<file path="src/rtl/fw_mon_pkg.sv">
// ----------------------------------------------------------------------------
// fw_mon_pkg
// Shared definitions for the firewall monitoring stages.
//   - state_e       : 2-bit monitor FSM state, encoding visible on the debug/CSR port
//   - Def*          : default parameter values for violation_monitor
//   - bits_for()    : timer/counter width helper, never narrower than one bit
// ----------------------------------------------------------------------------
package fw_mon_pkg;

    typedef enum logic [1:0] {
        StIdle    = 2'd0,
        StWatch   = 2'd1,
        StAlert   = 2'd2,
        StLockout = 2'd3
    } state_e;

    localparam int unsigned DefWinLen     = 64;
    localparam int unsigned DefThresh     = 4;
    localparam int unsigned DefAckTimeout = 256;
    localparam int unsigned DefLockHold   = 1024;
    localparam int unsigned DefCntW       = 16;

    // $clog2 of a limit, clamped to at least one bit so a limit of 1 still
    // yields a usable register.
    function automatic int unsigned bits_for(input int unsigned limit);
        return (limit <= 1) ? 1 : $clog2(limit);
    endfunction

endpackage

</file>
<file path="src/rtl/sat_counter.sv">
// ----------------------------------------------------------------------------
// sat_counter
// Up-counter that sticks at all-ones instead of wrapping. A synchronous clear
// takes priority over an increment in the same cycle.
// Ports:
//   clk    in   system clock, rising edge
//   rst    in   asynchronous active-low reset, zeroes the count
//   clr    in   synchronous clear
//   inc    in   add one this cycle (ignored once saturated)
//   count  out  current count, WIDTH bits
// ----------------------------------------------------------------------------
module sat_counter #(
    parameter int unsigned WIDTH = 16
) (
    input  logic             clk,
    input  logic             rst,
    input  logic             clr,
    input  logic             inc,
    output logic [WIDTH-1:0] count
);

    logic [WIDTH-1:0] count_q;

    always_ff @(posedge clk or negedge rst) begin
        if (!rst) begin
            count_q <= '0;
        end else if (clr) begin
            count_q <= '0;
        end else if (inc && (count_q != '1)) begin
            count_q <= count_q + 1'b1;
        end
    end

    assign count = count_q;

endmodule

</file>
<file path="src/rtl/violation_monitor.sv">
// ----------------------------------------------------------------------------
// violation_monitor
// Watches the registered rule_violation flag from the packet filter, counts
// violation bursts within a window that opens on the first violation, raises
// an interrupt when THRESH violations land in one window and escalates to a
// traffic lockout if the host does not acknowledge within ACK_TIMEOUT cycles.
//
// Ports:
//   clk             in   system clock, rising edge
//   rst             in   asynchronous active-low reset
//   viol_valid      in   qualifies rule_violation this cycle
//   rule_violation  in   violation flag from the filter stage
//   alert_ack       in   host acknowledge pulse (ignored in lockout)
//   clear           in   synchronous soft clear; drops a coincident event
//   alert_irq       out  interrupt to host (ALERT or LOCKOUT), registered
//   lockout         out  upstream traffic gate (LOCKOUT), registered
//   total_count     out  lifetime event count, saturating, CNT_W bits
//   state           out  current FSM state for debug/CSR
//
// Build option:
//   AUTO_UNLOCK_EN  when defined, LOCKOUT releases itself after LOCK_HOLD
//                   cycles; otherwise LOCKOUT holds until clear or reset.
// ----------------------------------------------------------------------------
module violation_monitor
    import fw_mon_pkg::*;
#(
    parameter int unsigned WIN_LEN     = DefWinLen,
    parameter int unsigned THRESH      = DefThresh,
    parameter int unsigned ACK_TIMEOUT = DefAckTimeout,
    parameter int unsigned LOCK_HOLD   = DefLockHold,
    parameter int unsigned CNT_W       = DefCntW
) (
    input  logic             clk,
    input  logic             rst,
    input  logic             viol_valid,
    input  logic             rule_violation,
    input  logic             alert_ack,
    input  logic             clear,
    output logic             alert_irq,
    output logic             lockout,
    output logic [CNT_W-1:0] total_count,
    output logic [1:0]       state
);

    // Elaboration-time legality checks on the configuration.
    if (WIN_LEN < 2) begin : g_bad_win_len
        $error("violation_monitor: WIN_LEN must be >= 2");
    end
    if (THRESH < 1) begin : g_bad_thresh
        $error("violation_monitor: THRESH must be >= 1");
    end
    if (ACK_TIMEOUT < 1) begin : g_bad_ack_timeout
        $error("violation_monitor: ACK_TIMEOUT must be >= 1");
    end
    if (LOCK_HOLD < 1) begin : g_bad_lock_hold
        $error("violation_monitor: LOCK_HOLD must be >= 1");
    end
    if (CNT_W < 1) begin : g_bad_cnt_w
        $error("violation_monitor: CNT_W must be >= 1");
    end

    localparam int unsigned WinTW = bits_for(WIN_LEN);
    localparam int unsigned WinCW = bits_for(THRESH + 1);
    localparam int unsigned AckTW = bits_for(ACK_TIMEOUT);

    localparam logic [WinTW-1:0] WinLast  = WinTW'(WIN_LEN - 1);
    localparam logic [WinCW-1:0] ThreshC  = WinCW'(THRESH);
    localparam logic [AckTW-1:0] AckLast  = AckTW'(ACK_TIMEOUT - 1);

`ifdef AUTO_UNLOCK_EN
    localparam int unsigned LockTW = bits_for(LOCK_HOLD);
    localparam logic [LockTW-1:0] LockLast = LockTW'(LOCK_HOLD - 1);
`endif

    logic evt;
    assign evt = viol_valid & rule_violation;

    // ------------------------------------------------------------------------
    // Lifetime event counter. An event coinciding with clear is dropped.
    // ------------------------------------------------------------------------
    sat_counter #(
        .WIDTH (CNT_W)
    ) u_total_cnt (
        .clk   (clk),
        .rst   (rst),
        .clr   (clear),
        .inc   (evt & ~clear),
        .count (total_count)
    );

    // ------------------------------------------------------------------------
    // Monitor FSM with registered output decodes.
    // alert_irq_q / lockout_q are written alongside every state_q update so
    // they always equal the decode of the state being entered.
    // ------------------------------------------------------------------------
    state_e             state_q;
    logic               alert_irq_q;
    logic               lockout_q;
    logic [WinCW-1:0]   win_count_q;
    logic [WinTW-1:0]   win_timer_q;
    logic [AckTW-1:0]   ack_timer_q;
`ifdef AUTO_UNLOCK_EN
    logic [LockTW-1:0]  lock_timer_q;
`endif

    always_ff @(posedge clk or negedge rst) begin
        if (!rst) begin
            state_q      <= StIdle;
            alert_irq_q  <= 1'b0;
            lockout_q    <= 1'b0;
            win_count_q  <= '0;
            win_timer_q  <= '0;
            ack_timer_q  <= '0;
`ifdef AUTO_UNLOCK_EN
            lock_timer_q <= '0;
`endif
        end else if (clear) begin
            state_q      <= StIdle;
            alert_irq_q  <= 1'b0;
            lockout_q    <= 1'b0;
            win_count_q  <= '0;
            win_timer_q  <= '0;
            ack_timer_q  <= '0;
`ifdef AUTO_UNLOCK_EN
            lock_timer_q <= '0;
`endif
        end else begin
            unique case (state_q)
                StIdle: begin
                    if (evt) begin
                        if (THRESH == 1) begin
                            state_q     <= StAlert;
                            alert_irq_q <= 1'b1;
                            ack_timer_q <= '0;
                        end else begin
                            // First violation opens the window.
                            state_q     <= StWatch;
                            win_count_q <= WinCW'(1);
                            win_timer_q <= WinLast;
                        end
                    end
                end

                StWatch: begin
                    if (evt && ((win_count_q + 1'b1) == ThreshC)) begin
                        // Threshold beats window expiry in the same cycle.
                        state_q     <= StAlert;
                        alert_irq_q <= 1'b1;
                        ack_timer_q <= '0;
                    end else if (win_timer_q == '0) begin
                        if (evt) begin
                            // A violation on the expiry cycle starts a new window.
                            win_count_q <= WinCW'(1);
                            win_timer_q <= WinLast;
                        end else begin
                            state_q     <= StIdle;
                            win_count_q <= '0;
                        end
                    end else begin
                        win_timer_q <= win_timer_q - 1'b1;
                        if (evt) begin
                            win_count_q <= win_count_q + 1'b1;
                        end
                    end
                end

                StAlert: begin
                    // Ack wins over a coincident timeout.
                    if (alert_ack) begin
                        state_q     <= StIdle;
                        alert_irq_q <= 1'b0;
                        win_count_q <= '0;
                    end else if (ack_timer_q == AckLast) begin
                        state_q      <= StLockout;
                        lockout_q    <= 1'b1;
`ifdef AUTO_UNLOCK_EN
                        lock_timer_q <= LockLast;
`endif
                    end else begin
                        ack_timer_q <= ack_timer_q + 1'b1;
                    end
                end

                StLockout: begin
`ifdef AUTO_UNLOCK_EN
                    if (lock_timer_q == '0) begin
                        state_q     <= StIdle;
                        alert_irq_q <= 1'b0;
                        lockout_q   <= 1'b0;
                        win_count_q <= '0;
                    end else begin
                        lock_timer_q <= lock_timer_q - 1'b1;
                    end
`else
                    // Sticky: only clear or reset leaves lockout.
                    state_q <= StLockout;
`endif
                end

                default: begin
                    state_q     <= StIdle;
                    alert_irq_q <= 1'b0;
                    lockout_q   <= 1'b0;
                end
            endcase
        end
    end

    assign alert_irq = alert_irq_q;
    assign lockout   = lockout_q;
    assign state     = state_q;

endmodule
</file>
<file path="config.mk">
export PLATFORM = sky130hd
export DESIGN_NAME = violation_monitor
export DESIGN_NICKNAME = d
export VERILOG_FILES = /design/src/rtl/fw_mon_pkg.sv /design/src/rtl/sat_counter.sv /design/src/rtl/violation_monitor.sv
export SDC_FILE = /design/constraint.sdc
export NUM_CORES = 1
export LEC_CHECK = 0
export CORE_MARGIN = 3
export CORE_UTILIZATION = 51
export CTS_CLUSTER_SIZE = 25
export DETAILED_ROUTE_END_ITERATION = 12
export PLACE_DENSITY = 0.76
export SYNTH_ARGS = -nofsm -noshare
export SYNTH_HDL_FRONTEND = slang
export SYNTH_SLANG_ARGS = --single-unit
</file>
<file path="constraint.sdc">
create_clock -name clk -period 1.9 [get_ports clk]
set_input_delay 0.38 -clock clk [delete_from_list [all_inputs] [get_ports clk]]
set_output_delay 0.38 -clock clk [all_outputs]
set_load 0.02 [all_outputs]
</file>
Word level (Yosys, flattened, before mapping)
Index checks and enable logic that the tools add are counted.
{"block": "word_totals", "ff_bits": 37, "latchBits": 0, "ramBits": 0, "romBits": 0, "in_bits": 6, "output_inout_bits": 20, "n_memories": 0}
{"block": "op_classes", "n_addsub": 4, "mul": 0, "n_div": 0, "n_lt_le_gt_ge": 0, "eq_ne": 17, "shift": 0, "mux": 36, "n_bitwise": 3, "n_reduce_logical": 16}
{"operator": "16-bit two-way mux", "n": 2}
{"operator": "8-bit two-way mux", "n": 4}
{"operator": "6-bit two-way mux", "n": 4}
{"operator": "3-bit two-way mux", "n": 6}
{"operator": "3-bit inequality test, second input constant", "n": 6}
{"operator": "16-bit by 1-bit adder with 16-bit output, second input constant", "n": 1}
{"operator": "16-bit inequality test, second input constant", "n": 1}
{"operator": "4-bit inequality test, second input constant", "n": 4}
{"operator": "8-bit case mux with 2 select lines", "n": 1}
{"operator": "2-bit two-way mux", "n": 7}
{"operator": "6-bit case mux with 2 select lines", "n": 1}
{"operator": "3-bit case mux with 3 select lines", "n": 1}
{"operator": "8-bit by 1-bit adder with 8-bit output, second input constant", "n": 1}
{"operator": "8-bit equality test, second input constant", "n": 1}
{"operator": "1-bit two-way mux", "n": 8}
{"operator": "2-bit case mux with 4 select lines", "n": 1}
{"operator": "4-bit AND reduction", "n": 2}
{"operator": "6-bit zero test", "n": 1}
{"operator": "3-bit AND reduction", "n": 2}
{"operator": "2-bit nonzero test", "n": 3}
{"operator": "3-bit nonzero test", "n": 2}
{"operator": "6-bit by 1-bit subtractor with 6-bit output, second input constant", "n": 1}
{"operator": "5-bit AND reduction", "n": 1}
{"operator": "2-bit equality test, second input constant", "n": 2}
{"operator": "11 further kinds", "n": 13}

Longest topological paths before layout
Gate-level depths: netlist of run 1.
{"block": "depth", "depth_word": 6, "ltp_mapped": 7}

Hierarchy
A second synthesis of run 1 with hierarchy kept.
{"block": "unflattened", "cells_unflattened": 259, "area_unflattened_um2": 2326.0}
{"mod": "violation_monitor", "n_inst": 1, "cells_per_inst": 161, "area_each_um2": 1383.8, "seq_area_each_um2": 525.5}
{"mod": "sat_counter", "n_inst": 1, "cells_per_inst": 98, "area_each_um2": 942.2, "seq_area_each_um2": 400.4}

Worst setup path before layout of run 1
OpenSTA, ideal clock, no wires.
{"block": "synth_timing", "path_type": "register to register", "startpoint": "register state_q[1], in the netlist state[1]", "endpoint": "register ack_timer_q[6]", "setup_ps": 78, "arrival_time_ps": 2068, "path_slack_ps": -246, "stages_incl_launch_ff": 8, "n_path_buf": 1, "synth_period_minus_slack_ps": 2146, "path_cell_list": "dfrtp_1 inv_1 ha_1 and4_1 nor3_1 buf_2 or4b_2 a21oi_1"}
{"block": "synth_between", "elab_chain_cells": 3, "word_cells_on_any_way": 9, "classes_between": "5 x eq/ne; 2 x mux; 2 x reduce/logical"}
{"item": "start: declaration", "line": "violation_monitor.sv:96", "rtl": "state_e state_q;"}
{"item": "start signal: assignment", "line": "violation_monitor.sv:108", "rtl": "state_q <= StIdle;"}
{"item": "start signal: assignment", "line": "violation_monitor.sv:118", "rtl": "state_q <= StIdle;"}
{"item": "start signal: assignment", "line": "violation_monitor.sv:132", "rtl": "state_q <= StAlert;"}
{"item": "2-bit equality test or 2-bit by 1-bit equality test with 1-bit output (tied branches)", "line": "violation_monitor.sv:128", "rtl": "unique case (state_q)"}
{"item": "3-bit inequality test (no line), or another cell as far along"}
{"item": "4-bit AND reduction (no line) or 8-bit two-way mux (tied branches)"}
{"item": "end signal: assignment", "line": "violation_monitor.sv:180", "rtl": "ack_timer_q <= ack_timer_q + 1'b1;"}
{"item": "end: declaration", "line": "violation_monitor.sv:101", "rtl": "logic [AckTW-1:0] ack_timer_q;"}
Parallel ways exist; a longest one is shown, timed or not.
A chain may end at the register's enable or synchronous reset.

Final worst setup path of run 1
{"block": "layout_timing", "startpoint": "register win_count_q[0]", "endpoint": "register ack_timer_q[6]"}
{"block": "layout_between", "elab_chain_cells": 5}
{"item": "start: declaration", "line": "violation_monitor.sv:99", "rtl": "logic [WinCW-1:0] win_count_q;"}
{"item": "start signal: assignment", "line": "violation_monitor.sv:138", "rtl": "win_count_q <= WinCW'(1);"}
{"item": "start signal: assignment", "line": "violation_monitor.sv:153", "rtl": "win_count_q <= WinCW'(1);"}
{"item": "start signal: assignment", "line": "violation_monitor.sv:162", "rtl": "win_count_q <= win_count_q + 1'b1;"}
{"item": "3-bit by 1-bit adder with 3-bit output", "line": "violation_monitor.sv:145", "rtl": "if (evt && ((win_count_q + 1'b1) == ThreshC)) begin"}
{"item": "3-bit equality test", "line": "violation_monitor.sv:145"}
{"item": "1-bit logical AND", "line": "violation_monitor.sv:145"}
{"item": "3-bit inequality test (no line)"}
{"item": "4-bit AND reduction (no line)"}
Every way passes these cells.

==> results of run 1 <==
-- path summary, 6_finish.rpt --
path	startpoint	end	cells past startpoint
min reg2reg	lockout	lockout	2
max	win_count_q[0]	ack_timer_q[6]	7
min	rst	ack_timer_q[7]	2
min in group clk	lockout	lockout	2
max in group asynchronous	rst	state[1]	2
max reg2reg	win_count_q[0]	ack_timer_q[6]	7
-- through the flow --
stage,setup TNS [ns],instances
floorplan,-0.315,267
global placement,-5.43,394
detailed placement,-6.74,394
CTS,-0.615,407
global route,-2.17,412
finish,-1.63,412
-- cells by family (layout without fill, tap and decap cells) --
group	count (synthesis)	after routing
and+or+nand+nor	110	110
adders and majority gates	9	9
buffers and inverters	23	116
DFF	37	37
AOI/OAI and AO/OA	73	73
muxes	15	15
-- report_power, final --
part	switching (W)	internal, W	leakage, nW
Combinational	0.000327	0.000314	1.05
Sequential	0.0000353	0.000822	0.502
Clock	0.000312	0.000254	0.0439
Total	0.000674	0.00139	1.59
-- layout make-up --
cell class / count / share of cell area [%]
repair buffers: 97 / 22.9
clock inverters: 3 / 0.497
clock buffers: 5 / 1.95
multi-input cells: 207 / 45.2
flip-flops and latches: 37 / 26.4
well taps: 52 / 1.85
inverters: 11 / 1.17
-- registers in the layout (all words and copies together), names as in the netlist --
| signal | count |
|---|---|
| ack_timer_q | 8 |
| alert_irq | 1 |
| lockout | 1 |
| state | 2 |
| u_total_cnt.count | 16 |
| win_count_q | 3 |
| win_timer_q | 6 |
-- per-layer routing --
layer / track usage, % / vias up
met3: 4.54 / 18
met4: 7.91 / 0
met2: 44.1 / 105
li1: - / 1178
met1: 33.8 / 1256
met5: 0 / -
-- cell usage in the layout (no fill, tap or decap), types with 4 or more instances in the layout --
master	count
buf_4	69
dfrtp_1	33
nor2_1	24
a21oi_1	23
clkdlybuf4s50_1	22
nor2b_1	15
nand3_1	14
nand2_1	14
mux2_2	13
nand4_1	9
inv_1	7
o31ai_1	6
a21o_1	5
o21ai_0	5
ha_4	5
clkbuf_8	5
inv_2	4
and3_1	4
nor3_1	4
dfrtp_2	4
-- worst reg2reg max path, cell delays in order, from the launching register on --
cell     delay, ns
dfrtp_1       0.41
ha_2          0.21
ha_4          0.16
and4_4        0.16
nor3_1        0.57
buf_4         0.25
o41ai_1       0.10
a21oi_2       0.16
-- timing repair --
action	4_1_cts	5_1_grt
hold buffers	0	0
pin swaps	9	10
endpoints found under the setup margin	11	27
gates resized for setup	24	19
buffers inserted	6	5
==> results.md, run 1 <==
- Fin. Hold Viols: 0
- Max Freq: 0.476 GHz
- Fill cells: 293
- Post-DR wirelength/cell: 18.4 µm
- Final Util: 79.3%
- Global-route wire length before repair: 11200 µm
- Clock slew at reported path FFs: 0.08 ns
- Vias: 2557
- Layout Skew: 0.0138 ns
- FF-to-FF setup slack: -0.20 ns
- GP Congestion: 0.885
- WL final: 7590 µm
- Leakage power: 1.59 nW
- Mean area per synthesized cell: 9.01 µm²
- Synth Area in Compound Gates: 20.8%
- Starting density of the core: 54.1%
- Clk buf depth: 2
- Finished Cell Area: 0.00352 mm²
- FP Rows: 24
- FF+latch area: 931 µm²
- RSZ-0062 raised after global routing: yes
- CP Data Arrival Time: 2.33 ns
- Crit Path Class: reg -> reg
- P&R area growth vs syn: 46.5%
- CTS Buf Count: 5
- Cells after synthesis: 267
- Post-Synth XOR/XNOR Area: 0%
- Clock root cell: clkbuf_8
- Die ar.: 0.00558 mm²
- Clk_lat worst skew: 0.30 ns
- Antenna Nets Post-Route: 0
- Synth warn: 0
- Die width: 74.7 µm
- Antenna Cells: 0
- Initial antenna violation count: 0
- Vias in the first global route: 2367
- Vias/cell: 6.21
- Met2 WL: 3920 µm
- Setup WS post-layout: -0.203 ns
- Area of the multi-input gates: 0.00159 mm²
- Fraction of layout cells with a size suffix above 1: 38.3%
- Sequential area share after synthesis: 38.5%
- Gr ovfl total: 0
- Crit-path cells: ha_2 -> ha_4 -> and4_4 -> nor3_1 -> buf_4 -> o41ai_1 -> a21oi_2
- Number of flops mapped to enable cells by yosys: 0
- I/O pins: 26
- Htree depth: 2
- CP max stage cell: nor3_1
- IO Port Bufs: 25
- Shortest period the worst path allows: 2.10 ns
- Most numerous cell in the Yosys netlist: dfrtp_1
- Post-synthesis register bit count: 37
- Worst Path Buf+Inv: 1
- Worst Tran Pin Value: 0.690 ns
- Cell Area, Synth: 0.00240 mm²
- Largest area contributor in the netlist: dfrtp_1
- DRT met1 WL: 3130 µm
- CP Max Fanout: 4
- Top Family by Delay on Critical Path: simple AND/OR/NAND/NOR gates
- Synth cell count leaders: dfrtp_1 (37), a21oi_1 (26), nor2_1 (24), nor2b_1 (17), nand3_1 (15)
- Netlist cell types: 46
- HP Class: in -> async
- CP Data Required Time: 2.13 ns
- Asr flop ratio synth: 100%
- Max cap viols: 0
- Setup crit end kind: register
- Peak VDD IR: 0.527 mV
- Main flop type after synthesis: dfrtp_1
- Tot GR Track Use: 25.9%
- Area share of and/or/nand/nor cells after synthesis: 25.3%
- Worst slew margin: 53.6%
- Detailed Route Iter0 Violations: 206
- Failing checks: setup timing
- CTS tree: built
- CP startpoint kind: register
- Top post-synthesis cells by area: dfrtp_1 (39%), mux2_2 (6.1%), a21oi_1 (5.4%)
- Pwr/cell area: 586 mW/mm²
- Height of the die: 74.7 µm
- Period utilisation layout: 111%
- First-pass DRT Iterations: 5
- Detailed placement HPWL: 4610 µm
- Worst slack, placed: -0.365 ns
- Post-synth top area share: 38.5%
- Clk sink count: 37
- Post-synthesis adder-cell area fraction: 4.68%
- Syn nets: 282
- DR top layer: met4
- Max Slew Vio Count: 0
- Largest net degree at the start of global routing: 40
- Dpl cell area: 0.00319 mm²
- Final setup fails: 14
- Nets: 374
- Met3 Routed Length: 397 µm
- Total power: 0.00206 W
- Post-route DRC: 0
- Main combinational cell family by area after synthesis: simple AND/OR/NAND/NOR gates
- Max incr delay on CP: 0.57 ns
- Mux share of post-synthesis cell area: 6.92%
- Outcome: finished, violations left
- Minimum hold slack: 0.120 ns
- Core area: 0.00444 mm²
(Power assumes the default switching activity.)
==> run 2: changes to the inputs <==
--- a/config.mk
+++ b/config.mk
@@ -12,4 +12,5 @@
 export PLACE_DENSITY = 0.76
 export SYNTH_ARGS = -nofsm -noshare
 export SYNTH_HDL_FRONTEND = slang
+export SYNTH_HIERARCHICAL = 1
 export SYNTH_SLANG_ARGS = --single-unit
==> results.md, run 2 <==
- Outcome: finished, final reports clean
- Max incr delay on CP: 0.39 ns (-0.18 ns)
- HP Class: in -> async
- Minimum hold slack: 0.115 ns (-0.00571 ns)
- Sequential area share after synthesis: 39.8% (+1.3 points)
- Dpl cells: 361 (-8.4%)
- Core area: 0.00420 mm² (-5.5%)
- CP max stage cell: dfrtp_1
- Final setup fails: 0 (-14)
- Post-route DRC: 0 (unchanged)
- Vias: 2271 (-11%)
- CTS tree: built
- Main flop type after synthesis: dfrtp_1
- Crit Path Class: reg -> reg
- Gr ovfl total: 0 (unchanged)
- Worst slew margin: 67.5% (+14 points)
- Antenna Cells: 0 (unchanged)
- Initial antenna violation count: 0 (unchanged)
- CTS Buf Count: 5 (unchanged)
- Most common cell after layout, fill and taps aside: buf_4
- Post-synth top area share: 39.8% (+1.3 points)
- P&R area growth vs syn: 32.4%
- Detailed Route Iter0 Violations: 172 (-17%)
- Antenna Nets Post-Route: 0 (unchanged)
- Clk sink count: 37 (unchanged)
- Largest net degree at the start of global routing: 38 (-5.0%)
- Vias in the first global route: 2117 (-11%)
- Total power: 0.00222 W (+7.8%)
- Max Freq: 0.545 GHz (+15%)
- Starting density of the core: 55.4% (+1.2 points)
- Cell Area, Synth: 0.00233 mm² (-3.3%)
- Fin. Hold Viols: 0 (unchanged)
- Fraction of layout cells with a size suffix above 1: 24.1% (-14 points)
- Cells after synthesis: 259 (-3.0%)
- Max cap viols: 0 (unchanged)
- CP Data Arrival Time: 2.05 ns (-0.28 ns)
- FP Rows: 23 (-4.2%)
- Asr flop ratio synth: 100% (unchanged)
- Clk_lat worst skew: 0.30 ns (about the same)
- Htree depth: 2 (unchanged)
- Clock root cell: clkbuf_8
- Pwr/cell area: 723 mW/mm² (+23%)
- Vias/cell: 6.09 (-1.9%)
- Max reg flops: 16 (unchanged)
- Most frequent cells in the layout: buf_4 (38), dfrtp_1 (36), nand2_1 (23)
- Most numerous cell in the Yosys netlist: dfrtp_1
- Top post-synthesis cells by area: dfrtp_1 (40%), ha_1 (4.8%), a21oi_1 (4.1%)
- Crit-path cells: inv_1 -> ha_2 -> or2b_4 -> o21ai_2 -> o21ai_1 -> a2111o_1 -> o22ai_1
- Die ar.: 0.00541 mm² (-3.0%)
- Mean area per synthesized cell: 8.98 µm² (-0.29%)
- Hold buffer count at CTS: 0 (unchanged)
- Setup crit end kind: register
- Die width: 73.5 µm (-1.5%)
- I/O pins: 26 (unchanged)
- Post-DR wirelength/cell: 15.8 µm (-15%)
- WL final: 5880 µm (-23%)
- CP Max Fanout: 3 (-1)
- Tot GR Track Use: 22.9% (-3.0 points)
- CP Data Required Time: 2.12 ns (about the same)
- CP startpoint kind: register
- Finished Cell Area: 0.00308 mm² (-13%)
- Detailed placement HPWL: 4040 µm (-12%)
- Netlist cell types: 56 (+22%)
- Synth cell count leaders: dfrtp_1 (37), nand2_1 (23), a21oi_1 (19), o21ai_0 (19), nor2_1 (18)
- Clock slew at reported path FFs: 0.08 ns (about the same)
- Peak VDD IR: 0.663 mV (+26%)
- Dpl cell area: 0.00289 mm² (-9.6%)
- Period utilisation layout: 96.6% (-14 points)
- Non-filler cells, final: 373 (-9.5%)
- Nets: 338 (-9.6%)
- IO Port Bufs: 25 (unchanged)
- First-pass DRT Iterations: 4 (-1)
- Clk buf depth: 2 (unchanged)
- Post-synthesis register bit count: 37 (unchanged)
- Global-route wire length before repair: 9760 µm (-13%)
- Leakage power: 1.31 nW (-17%)
- Syn nets: 274 (-2.8%)
- Fill cells: 309 (+5.5%)
- Largest area contributor in the netlist: dfrtp_1
- Number of flops mapped to enable cells by yosys: 0 (unchanged)
- Synth warn: 6 (+6)
- Worst Tran Pin Value: 0.484 ns (-0.207 ns)
- Layout Skew: 0.00935 ns (-0.00448 ns)
- Final Util: 73.3% (-6.0 points)
- Height of the die: 73.5 µm (-1.5%)
- Max Slew Vio Count: 0 (unchanged)
- Shortest period the worst path allows: 1.84 ns (-0.267 ns)
- GP Congestion: 0.880 (-0.62%)
==> run 2: layer usage <==
layer	vias up	wire length (µm)	track usage [%]
met5	-	0	0
met3	11	241	4.38
met1	1083	2820	32.4
met2	59	2730	35.2
met4	0	85	7.44
li1	1118	-	-
==> run 2: power breakdown <==
part | switching [W] | internal, W | leakage, nW
Clock | 0.000296 | 0.000287 | 0.0433
Sequential | 0.0000499 | 0.000840 | 0.507
Combinational | 0.000415 | 0.000337 | 0.764
==> run 2: logic make-up after synthesis <==
kind of cell / Yosys count / share of synthesized area [%]
flip-flops: 37 / 39.8
adder cells (fa/ha/maj): 9 / 4.84
AO/OA/AOI/OAI: 79 / 22.3
buffers and inverters: 18 / 3.23
multiplexers: 6 / 2.80
AND/OR/NAND/NOR: 110 / 27.0
==> run 2: final cells by class <==
type	instances	area (µm²)	area share, %
multi-input cells	204	1400	45.3
flip-flops and latches	37	927	30.1
repair buffers	65	567	18.4
clock buffers	6	82.6	2.68
well taps	50	62.6	2.03
inverters	10	37.5	1.22
clock inverters	1	7.51	0.244
==> run 2: worst paths after layout <==
check                                    start  depth (start not counted)  slack (ns)        endpoint
worst max-delay path            win_timer_q[0]                          7        0.06        state[1]
worst min-delay path                       rst                          2        0.11         lockout
worst max register to register  win_timer_q[0]                          7        0.06        state[1]
worst min register to register  ack_timer_q[5]                          1        0.50  ack_timer_q[5]
max in group asynchronous                  rst                          2        1.43  win_timer_q[3]
min in group clk                ack_timer_q[5]                          1        0.50  ack_timer_q[5]
==> run 2: per-stage QoR <==
step,setup WS [ns],TNS [ns]
floorplan,-0.0150,-0.0150
global placement,-0.255,-4.84
detailed placement,-0.345,-5.82
CTS,0.00115,0
global route,-0.0109,-0.0195
finish,0.0640,0
==> run 2: what timing repair did <==
item                                    4_1_cts  5_1_grt
gates resized for setup                       3       16
pin swaps                                     2        3
setup buffers                                 0        5
endpoints found under the setup margin        4       29
==> run 2: worst max-delay path, delay by kind of cell, from the launching register on <==
kind / cells / cell delay, ns
compound gates: 4 / 0.84
buf+inv: 1 / 0.07
flops: 1 / 0.39
simple gates: 1 / 0.29
fa+ha+maj: 1 / 0.18
==> run 3: changes to the inputs <==
--- a/config.mk
+++ b/config.mk
@@ -5,11 +5,13 @@
 export SDC_FILE = /design/constraint.sdc
 export NUM_CORES = 1
 export LEC_CHECK = 0
+export CORE_ASPECT_RATIO = 1.75
 export CORE_MARGIN = 3
-export CORE_UTILIZATION = 51
+export CORE_UTILIZATION = 40
 export CTS_CLUSTER_SIZE = 25
 export DETAILED_ROUTE_END_ITERATION = 12
-export PLACE_DENSITY = 0.76
+export PLACE_DENSITY = 0.62
+export SLEW_MARGIN = 10
 export SYNTH_ARGS = -nofsm -noshare
 export SYNTH_HDL_FRONTEND = slang
 export SYNTH_HIERARCHICAL = 1
==> results.md, run 3 (same netlist as run 2, synthesis figures left out) <==
- Top Family by Delay on Critical Path: compound AO/OA/AOI/OAI gates
- Starting density of the core: 41.6% (-14 points)
- Max Freq: 0.540 GHz (-0.90%)
- Final setup fails: 0 (unchanged)
- Worst Path Buf+Inv: 1 (unchanged)
- Clk_lat worst skew: 0.30 ns (about the same)
- FP Rows: 36 (+57%)
- Hold buffer count at CTS: 0 (unchanged)
- Setup crit end kind: register
- I/O pins: 26 (unchanged)
- Outcome: finished, violations left
- Crit-path cells: inv_2 -> ha_4 -> or2b_4 -> nor2_4 -> a21oi_2 -> a2111o_1 -> a32o_2
- CP Max Fanout: 3 (unchanged)
- Clk sink count: 37 (unchanged)
- Most Crowded Layer GR: met2
- Net Sw Frac: 35.1% (+0.89 points)
- Global-route wire length before repair: 11200 µm (+15%)
- Crit Path Class: reg -> reg
- Antenna Nets Post-Route: 0 (unchanged)
- Worst slack, placed: -0.355 ns (-0.00976 ns)
- Vias: 2360 (+3.9%)
- Fill cells: 542 (+75%)
- CP startpoint kind: register
- Detailed placement HPWL: 4620 µm (+14%)
- CTS Buf Count: 5 (unchanged)
- Core area: 0.00559 mm² (+33%)
- Most frequent cells in the layout: buf_4 (48), dfrtp_1 (34), clkdlybuf4s50_1 (24)
- WL final: 6330 µm (+7.7%)
- Largest net degree at the start of global routing: 19 (-50%)
- Htree depth: 2 (unchanged)
- Max reg flops: 16 (unchanged)
- GP Congestion: 0.830 (-5.6%)
- Tot GR Track Use: 20.3% (-2.6 points)
- CP Data Arrival Time: 2.03 ns (-0.02 ns)
- P&R area growth vs syn: 39.5%
- Worst slew margin: 71.7% (+4.2 points)
- Met2 Usage GRT: 37.2% (+1.9 points)
- Worst Tran Pin Value: 0.421 ns (-0.0631 ns)
- IO Port Bufs: 25 (unchanged)
- Antenna Cells: 0 (unchanged)
- CP Data Required Time: 2.08 ns (-0.04 ns)
- HP Class: in -> async
- Clk network pwr share: 24.2% (-2.0 points)
- Grt met1 use: 23.5% (-9.0 points)
- Layout Skew: 0.0139 ns (+0.00452 ns)
- Max cap viols: 0 (unchanged)
- First-pass DRT Iterations: 4 (unchanged)
- Internal power: 0.00148 W (+1.3%)
- Period utilisation layout: 97.5% (+0.87 points)
- Peak VDD IR: 0.380 mV (-43%)
- Initial antenna violation count: 0 (unchanged)
- Met3 usage: 2.31% (-2.1 points)
- RSZ-0062 raised after global routing: yes
- Shortest period the worst path allows: 1.85 ns (+0.0166 ns)
- Height of the die: 107 µm (+45%)
- Vias in the first global route: 2412 (+14%)
- Area of the multi-input gates: 0.00144 mm² (+3.4%)
- Gr ovfl total: 0 (unchanged)
- Max incr delay on CP: 0.40 ns (about the same)
- Pwr/cell area: 704 mW/mm² (-2.5%)
- Clk buf depth: 2 (unchanged)
- CTS tree: built
- Fin. Hold Viols: 4 (+4)
- Setup WS post-layout: 0.0475 ns (-0.0166 ns)
- Post-DR wirelength/cell: 15.4 µm (-2.2%)
- FF+latch area: 930 µm² (+0.27%)
- Combinational share of power: 36.6% (+2.8 points)
- Flop pwr share: 39.2% (-0.8 points)
- CP max stage cell: dfrtp_1
- Clock slew at reported path FFs: 0.09 ns (about the same)
- Detailed Route Iter0 Violations: 124 (-28%)
- Max Slew Vio Count: 0 (unchanged)
- Post-route DRC: 0 (unchanged)
- Vias/cell: 5.74 (-5.7%)
- Clock root cell: clkbuf_8
- Leakage power: 1.37 nW (+4.3%)
- Most common cell after layout, fill and taps aside: buf_4
- Die ar.: 0.00680 mm² (+26%)
- Total power: 0.00228 W (+2.7%)
- Switching power: 0.000802 W (+5.4%)
- Minimum hold slack: -0.00903 ns (-0.124 ns)
- Failing checks: hold timing
- Nets: 349 (+3.3%)
- Fraction of layout cells with a size suffix above 1: 29.0% (+4.8 points)
- Die width: 63.6 µm (-13%)
- Final Util: 58.1% (-15 points)
## run 3: cell count changes in the layout (fill, tap and decap cells not counted), sizes merged
cell | before | now
buf | 41 | 52
clkdlybuf4s50 | 22 | 24
clkinv | 1 | 3
clkinvlp | 1 | 0
dlymetal6s2s | 2 | 0
## run 3: layer usage
metal  wire length [µm]  vias to the layer above
met5                  0                        -
met4                131                        0
met3                195                       13
met2               3480                       58
met1               2520                     1153
li1                   -                     1136
## run 3: metrics by stage
| stage | hold slack [ns] | instances | TNS [ns] | area [µm²] |
|---|---|---|---|---|
| 2_1_floorplan | 0.0844 | 259 | -0.0150 | 2340 |
| 3_3_place_gp | 0.333 | 398 | -5.97 | 3010 |
| 3_5_place_dp | 0.330 | 398 | -6.86 | 3010 |
| 4_1_cts | 0.00131 | 407 | 0 | 3120 |
| 5_1_grt | 0.0132 | 411 | -0.100 | 3240 |
| 6_report | -0.00903 | 411 | 0 | 3240 |
## run 3: power by group through the flow
stage | clock network (W) | registers (W) | logic (W)
global route | 0.000599 | 0.000902 | 0.000920
floorplan | 0 | 0.000915 | 0.000427
finish | 0.000553 | 0.000896 | 0.000836
detailed placement | 0 | 0.000905 | 0.000735
global placement | 0 | 0.000900 | 0.000722
CTS | 0.000573 | 0.000888 | 0.000771
## run 3: final cells by class
type / instances / share of cell area (%)
clock inverter: 2 / 0.309
tap: 76 / 2.93
clock buffer: 6 / 2.24
sequential: 37 / 28.7
timing repair buffer: 76 / 20.2
inverter: 10 / 1.16
multi-input combinational: 204 / 44.5
## run 3: worst register-to-register path: stages, from the launching register on
cell,delay (ns)
dfrtp_1,0.40
inv_2,0.08
ha_4,0.14
or2b_4,0.30
nor2_4,0.13
a21oi_2,0.07
a2111o_1,0.36
a32o_2,0.27
## run 3: path summary, 6_finish.rpt
| check | startpoint | end | slack (ns) | cells past startpoint |
|---|---|---|---|---|
| max | win_timer_q[0] | win_count_q[0] | 0.05 | 7 |
| min | rst | alert_irq | -0.009 | 1 |
| max reg2reg | win_timer_q[0] | win_count_q[0] | 0.05 | 7 |
| min reg2reg | lockout | lockout | 0.51 | 2 |
| max in group asynchronous | rst | win_count_q[1] | 1.37 | 2 |
| min in group clk | lockout | lockout | 0.51 | 2 |
## run 3: what timing repair did
action,in CTS,in global routing
gates resized for setup,5,23
setup buffers,1,4
pin swaps,2,4
setup endpoints to repair,11,24
